`src/rtl/mouse_pkg.sv`:
```
// mouse_pkg: shared types and constants for the PS/2 mouse receive path.
//   rx_state_t          receiver FSM state encoding
//   RX_ERR_*            BYTE_ERROR_CODE values (bit0 parity, bit1 stop)
//   RX_TIMEOUT_DEFAULT  default inter-edge timeout (1 ms at 50 MHz)
package mouse_pkg;

  typedef enum logic [2:0] {
    IDLE   = 3'd0,
    DATA   = 3'd1,
    PARITY = 3'd2,
    STOP   = 3'd3,
    DONE   = 3'd4
  } rx_state_t;

  localparam logic [1:0] RX_ERR_NONE   = 2'b00;
  localparam logic [1:0] RX_ERR_PARITY = 2'b01;
  localparam logic [1:0] RX_ERR_STOP   = 2'b10;

  localparam int RX_TIMEOUT_DEFAULT = 50000;

endpackage

```
`src/rtl/ps2_mouse_receiver_if.sv`:
```
// ps2_mouse_receiver_if: receiver-control port between the PS/2 receiver and
// the mouse master FSM.
//   READ_ENABLE      master -> receiver, new frames may be accepted
//   BYTE_READ        receiver -> master, last data byte
//   BYTE_ERROR_CODE  receiver -> master, {stop_err, parity_err}
//   BYTE_READY       receiver -> master, one-cycle valid pulse
interface ps2_mouse_receiver_if;
  logic       READ_ENABLE;
  logic [7:0] BYTE_READ;
  logic [1:0] BYTE_ERROR_CODE;
  logic       BYTE_READY;

  modport master (output READ_ENABLE, input  BYTE_READ, BYTE_ERROR_CODE, BYTE_READY);
  modport slave  (input  READ_ENABLE, output BYTE_READ, BYTE_ERROR_CODE, BYTE_READY);
endinterface

```
`src/rtl/ps2_mouse_receiver_sync.sv`:
```
// ps2_sync: 2-FF synchroniser for one PS/2 pad line plus falling-edge detect.
//   CLK, RESET  system clock, async active-low reset
//   din         raw pad input
//   level       synchronised (optionally filtered) level, resets to 1
//   falling     one-cycle pulse when level goes 1 -> 0
// Optional macro PS2_RX_FILTER_EN: level only follows the synchroniser after
// 8 consecutive samples that differ from the current level (8 cycles extra
// latency, short glitches rejected).
module ps2_sync (
  input  logic CLK,
  input  logic RESET,
  input  logic din,
  output logic level,
  output logic falling
);

  logic [1:0] ff;
  logic       prev;

  // Reset to the idle bus level so no edge is seen coming out of reset.
  always_ff @(posedge CLK or negedge RESET)
    if (!RESET) ff <= 2'b11;
    else        ff <= {ff[0], din};

`ifdef PS2_RX_FILTER_EN
  logic       filt;
  logic [2:0] cnt;

  // cnt counts consecutive samples disagreeing with filt; the 8th flips it.
  always_ff @(posedge CLK or negedge RESET)
    if (!RESET) begin
      filt <= 1'b1;
      cnt  <= 3'd0;
    end else if (ff[1] != filt) begin
      if (cnt == 3'd7) begin
        filt <= ff[1];
        cnt  <= 3'd0;
      end else begin
        cnt  <= cnt + 3'd1;
      end
    end else begin
      cnt <= 3'd0;
    end

  assign level = filt;
`else
  assign level = ff[1];
`endif

  always_ff @(posedge CLK or negedge RESET)
    if (!RESET) prev <= 1'b1;
    else        prev <= level;

  assign falling = prev & ~level;

endmodule

```
`src/rtl/ps2_mouse_receiver.sv`:
```
// ps2_mouse_receiver: receives 11-bit PS/2 device-to-host frames and hands
// each data byte plus error code to the mouse master FSM.
//   CLK, RESET     system clock, async active-low reset
//   CLK_MOUSE_IN   raw PS/2 clock pad
//   DATA_MOUSE_IN  raw PS/2 data pad
//   rx             receiver-control port (slave side)
// Parameters: TIMEOUT_CYCLES max cycles between clock falls in a frame,
// TIMEOUT_W counter width.
// Optional macro PS2_RX_FILTER_EN: glitch filter on both synchronised lines.
module ps2_mouse_receiver
  import mouse_pkg::*;
#(
  parameter int TIMEOUT_CYCLES = RX_TIMEOUT_DEFAULT,
  parameter int TIMEOUT_W      = 16
) (
  input  logic                 CLK,
  input  logic                 RESET,
  input  logic                 CLK_MOUSE_IN,
  input  logic                 DATA_MOUSE_IN,
  ps2_mouse_receiver_if.slave  rx
);

  logic clk_lvl, clk_fall;
  logic data_lvl, data_fall;

  ps2_sync u_sync_clk (
    .CLK(CLK), .RESET(RESET), .din(CLK_MOUSE_IN),
    .level(clk_lvl), .falling(clk_fall)
  );

  // Same path as the clock so data stays aligned with the edge pulse.
  ps2_sync u_sync_data (
    .CLK(CLK), .RESET(RESET), .din(DATA_MOUSE_IN),
    .level(data_lvl), .falling(data_fall)
  );

  rx_state_t            state, state_n;
  logic [2:0]           bit_cnt;
  logic [7:0]           shift;
  logic                 parity_err, stop_err;
  logic [TIMEOUT_W-1:0] tmo;
  logic                 in_frame, tmo_hit;

  assign in_frame = (state == DATA) || (state == PARITY) || (state == STOP);
  assign tmo_hit  = in_frame && (tmo == TIMEOUT_W'(TIMEOUT_CYCLES - 1));

  always_ff @(posedge CLK or negedge RESET)
    if (!RESET) state <= IDLE;
    else        state <= state_n;

  // A stalled frame is abandoned silently; timeout wins over a coincident edge.
  always_comb begin
    state_n = state;
    case (state)
      IDLE:   if (clk_fall && rx.READ_ENABLE && !data_lvl) state_n = DATA;
      DATA:   if (tmo_hit) state_n = IDLE;
              else if (clk_fall && bit_cnt == 3'd7) state_n = PARITY;
      PARITY: if (tmo_hit) state_n = IDLE;
              else if (clk_fall) state_n = STOP;
      STOP:   if (tmo_hit) state_n = IDLE;
              else if (clk_fall) state_n = DONE;
      DONE:   state_n = IDLE;
      default: state_n = IDLE;
    endcase
  end

  always_ff @(posedge CLK or negedge RESET)
    if (!RESET) begin
      bit_cnt            <= 3'd0;
      shift              <= 8'h00;
      parity_err         <= 1'b0;
      stop_err           <= 1'b0;
      tmo                <= '0;
      rx.BYTE_READ       <= 8'h00;
      rx.BYTE_ERROR_CODE <= RX_ERR_NONE;
      rx.BYTE_READY      <= 1'b0;
    end else begin
      rx.BYTE_READY <= 1'b0;
      tmo <= (!in_frame || clk_fall) ? '0 : tmo + 1'b1;
      case (state)
        IDLE:   bit_cnt <= 3'd0;
        DATA:   if (clk_fall) begin
                  shift   <= {data_lvl, shift[7:1]};  // LSB first on the wire
                  bit_cnt <= bit_cnt + 3'd1;
                end
        PARITY: if (clk_fall) parity_err <= ~^{shift, data_lvl};
        STOP:   if (clk_fall) stop_err <= ~data_lvl;
        DONE: begin
          rx.BYTE_READ       <= shift;
          rx.BYTE_ERROR_CODE <= {stop_err, parity_err};
          rx.BYTE_READY      <= 1'b1;
        end
        default: ;
      endcase
    end

endmodule

```
`src/flat_wrapper.sv`:
```
// flat-port wrapper written by rule: the top's interface ports become plain ports
module ps2_mouse_receiver_flat import mouse_pkg::*;
#(
  parameter int TIMEOUT_CYCLES = RX_TIMEOUT_DEFAULT,
  parameter int TIMEOUT_W      = 16
)
  (CLK, RESET, CLK_MOUSE_IN, DATA_MOUSE_IN, rx_READ_ENABLE, rx_BYTE_READ, rx_BYTE_ERROR_CODE, rx_BYTE_READY);
  ps2_mouse_receiver_if rx_i ();
  input  logic CLK;
  input  logic RESET;
  input  logic CLK_MOUSE_IN;
  input  logic DATA_MOUSE_IN;
  input wire logic [$bits(rx_i.READ_ENABLE)-1:0] rx_READ_ENABLE;
  output wire logic [$bits(rx_i.BYTE_READ)-1:0] rx_BYTE_READ;
  output wire logic [$bits(rx_i.BYTE_ERROR_CODE)-1:0] rx_BYTE_ERROR_CODE;
  output wire logic [$bits(rx_i.BYTE_READY)-1:0] rx_BYTE_READY;
  assign rx_i.READ_ENABLE = rx_READ_ENABLE;
  assign rx_BYTE_READ = rx_i.BYTE_READ;
  assign rx_BYTE_ERROR_CODE = rx_i.BYTE_ERROR_CODE;
  assign rx_BYTE_READY = rx_i.BYTE_READY;
  ps2_mouse_receiver #(.TIMEOUT_CYCLES(TIMEOUT_CYCLES), .TIMEOUT_W(TIMEOUT_W)) u_core (.CLK(CLK), .RESET(RESET), .CLK_MOUSE_IN(CLK_MOUSE_IN), .DATA_MOUSE_IN(DATA_MOUSE_IN), .rx(rx_i));
endmodule
```
`config.mk`:
```
export PLATFORM = sky130hd
export DESIGN_NAME = ps2_mouse_receiver_flat
export DESIGN_NICKNAME = d
export VERILOG_FILES = /design/src/rtl/mouse_pkg.sv /design/src/rtl/ps2_mouse_receiver_if.sv /design/src/rtl/ps2_mouse_receiver_sync.sv /design/src/rtl/ps2_mouse_receiver.sv /design/src/flat_wrapper.sv
export SDC_FILE = /design/constraint.sdc
export NUM_CORES = 1
export LEC_CHECK = 0
export ABC_AREA = 1
export CORE_MARGIN = 1.5
export CORE_UTILIZATION = 30
export CTS_BUF_LIST = sky130_fd_sc_hd__clkbuf_16
export DETAILED_ROUTE_END_ITERATION = 8
export GPL_ROUTABILITY_DRIVEN = 1
export PLACE_DENSITY_LB_ADDON = 0.2
export SLEW_MARGIN = 20
export SYNTH_ARGS = -nofsm -noshare
export SYNTH_HDL_FRONTEND = slang
export SYNTH_SLANG_ARGS = --single-unit
```
`constraint.sdc`:
```
create_clock -name CLK -period 1.5 [get_ports CLK]
set_clock_uncertainty 0.15 [all_clocks]
set_input_delay 0.3 -clock CLK [delete_from_list [all_inputs] [get_ports CLK]]
set_output_delay 0.3 -clock CLK [all_outputs]
set_load 0.02 [all_outputs]
```
==> reports/metrics.csv <==
metric,value,unit
antenna_found_initial,0,
relSlewSlack,81.01,%
crit_type,reg -> reg,
seq_area_frac_synth,52.28,%
io_buffers,15,
synth_fp_nets,286,
power.total,0.004466,W
via_count,1757,
end_kind,register,
power.leakage,1.424,nW
rsz0062_at_grt,true,
fmax,0.6710,GHz
antenna_cells,0,
arrival,1.53,ns
pwr-share-seq,39.0,%
power.share.combinational,32.7,%
grt_pass1_wl,7962,um
io_pins,16,
wl,4394,um
period_needed,1.490,ns
critPathLaunch,u_core.tmo[0],
initial_core_util,31.34,%
dp_hpwl,3205,um
required,1.54,ns
ant_nets,0,
fin_cells,412,
met3_usage,2.778,%
grt_pass1_vias,1741,
area_growth,25.24,%
hp-class,reg -> reg,
final-max-slew-violation-count,0,
final_area,0.002893,mm^2
core.rowCount,31,
ys_ff_latch,48,
tightest_slew,0.2827,ns
coreArea,0.007370,mm^2
gp_congestion,0.8588,
period_share,99.36,%
root_buffer,clkbuf_16,
max_stage_delay,0.37,ns
critPathTopFamily,simple AND/OR/NAND/NOR gates,
worst-path-max-fanout,5,
layout_common_cells,"nand2_1 (74), dfrtp_1 (43), inv_1 (31)",
numClockSinks,48,
startpoint_type,register,
drc,0,
overflow,0,
cts_tree,built,
synth_mux_area_share,0,%
ys.warnings.count,0,
maxCapViolCount,0,
netlist-cell-type-count,25,
synthAdderAreaFrac,1.625,%
syn_area,0.002310,mm^2
setup_viol,0,
wire_per_inst,10.67,um
die_w,90.75,um
nNetsFinal,320,
grt_max_degree,49,
status,completed,
cpMaxStageDelayCell,dfrtp_1,
powerDensity,1544,mW/mm^2
dp.cells,401,
first_pass_iters,4,
drtIter0Drc,75,
synthSimpleGateAreaFrac,28.44,%
fin_tns_setup,0,ns
p_sw_share,34.71,%
crit_chain,"ha_2, nand2_2, inv_2, nand2_4, nor2_4, nand2_4, nand3_4, nand3_2, nand2_1, nand2_1",
crit_buf_inv,1,
numCtsBuffers,5,
clkPwrFrac,28.3,%
hold_start,u_core.u_sync_data.ff[0],
clkTransAtPathRegs,0.07,ns
die-area,0.008235,mm^2
ctsHtreeMaxLevel,2,
post-route-util,39.25,%
busiest_layer,met2,
hold_viol,0,
synth_compound_gate_area_share,8.342,%
clk_latency,0.29,ns
met1_usage,16.20,%
netlist_instances,278,
final_common_cell,nand2_1,
clock_path_buffers,2,
drive_gt1_share,18.21,%
via_per_inst,4.265,
die_h,90.75,um
avgSynthCellArea,8.308,um^2
place_area,0.002669,mm^2
p_int,0.002915,W
r2r_start,u_core.tmo[0],
synth_top_family_by_area,simple AND/OR/NAND/NOR gates,
synth_xor_xnor_area_share,1.896,%
switchingPower,0.001550,W
vdd_ir_drop_max,0.4812,mV
grt_use_met2,19.05,%
grt.total_usage,12.26,%
cells in the mapped netlist (all sizes together):
master,count,area (um^2)
nand2,83,331.6
dfrtp,43,1076
inv,37,138.9
nor2,35,158.9
o21ai,25,125.1
nand3,15,90.09
a21oi,8,40.04
nor3,7,51.30
dfstp,5,131.4
xor2,5,43.79
buf,4,32.53
nand4,4,25.02
ha,3,37.54
a31oi,2,12.51
o211ai,1,7.510
o21a,1,7.510
sequential cells by signal, indices dropped and copies added, names as in the netlist:
name,count
u_core.bit_cnt,3
u_core.tmo,16
u_core.rx.BYTE_ERROR_CODE,2
u_core.stop_err,1
u_core.u_sync_clk.ff,2
u_core.state,3
u_core.rx.BYTE_READ,8
u_core.rx.BYTE_READY,1
u_core.parity_err,1
u_core.u_sync_data.ff,2
u_core.shift,8
u_core.u_sync_clk.prev,1
repair_timing:
action,4_1_cts,5_1_grt
pin swaps,5,9
setup buffers,1,1
setup endpoints to repair,14,19
hold endpoints to repair,43,0
gates resized for setup,13,10
hold buffers,1,0
through the flow:
stage,hold slack [ns],worst slack [ns]
CTS,0.2072,0.008605
global route,0.2128,-0.1118
detailed placement,0.1591,-0.02064
finish,0.2084,0.009582
global placement,0.1617,-0.0009311
floorplan,-0.1456,0.007665
cell families (layout without fill, tap and decap cells):
family,Yosys count,count (layout)
AOI/OAI and AO/OA,37,37
xor gates and xnor gates,5,5
adders and majority gates,3,3
buffers and inverters,41,76
DFF,48,48
and+or+nand+nor,144,144
power groups by stage:
| stage | Combinational, W | Sequential [W] | Clock (W) |
|---|---|---|---|
| after CTS | 0.00145 | 0.00174 | 0.00130 |
| after global placement | 0.00148 | 0.00176 | 0 |
| after detailed placement | 0.00150 | 0.00176 | 0 |
| after global routing | 0.00168 | 0.00178 | 0.00135 |
| after floorplan | 0.000906 | 0.00182 | 0 |
| final | 0.00146 | 0.00174 | 0.00127 |
layer usage:
| metal | wire length (um) | vias to the layer above |
|---|---|---|
| li1 | - | 940 |
| met1 | 2249 | 787 |
| met2 | 1930 | 20 |
| met3 | 114 | 10 |
| met4 | 99 | 0 |
| met5 | 0 | - |
area by class of cell:
type	instances	area [um^2]
Clock buffer	5	125.1
Clock inverter	3	42.54
Fill cell	774	4477
Inverter	37	138.9
Multi-Input combinational cell	189	975.9
Sequential cell	48	1207
Tap cell	99	123.9
Timing Repair Buffer	31	279.0
worst paths after layout:
check                                            to  slack [ns]  cells past startpoint
min in group asynchronous             u_core.tmo[0]        0.38                      3
setup / recovery                    u_core.state[0]        0.01                     10
setup reg to reg                    u_core.state[0]        0.01                     10
hold / removal             u_core.u_sync_data.ff[1]        0.21                      0
max in group asynchronous   u_core.u_sync_clk.ff[0]        0.53                      3
hold reg to reg            u_core.u_sync_data.ff[1]        0.21                      0
Power figures use the tool's default switching activity.
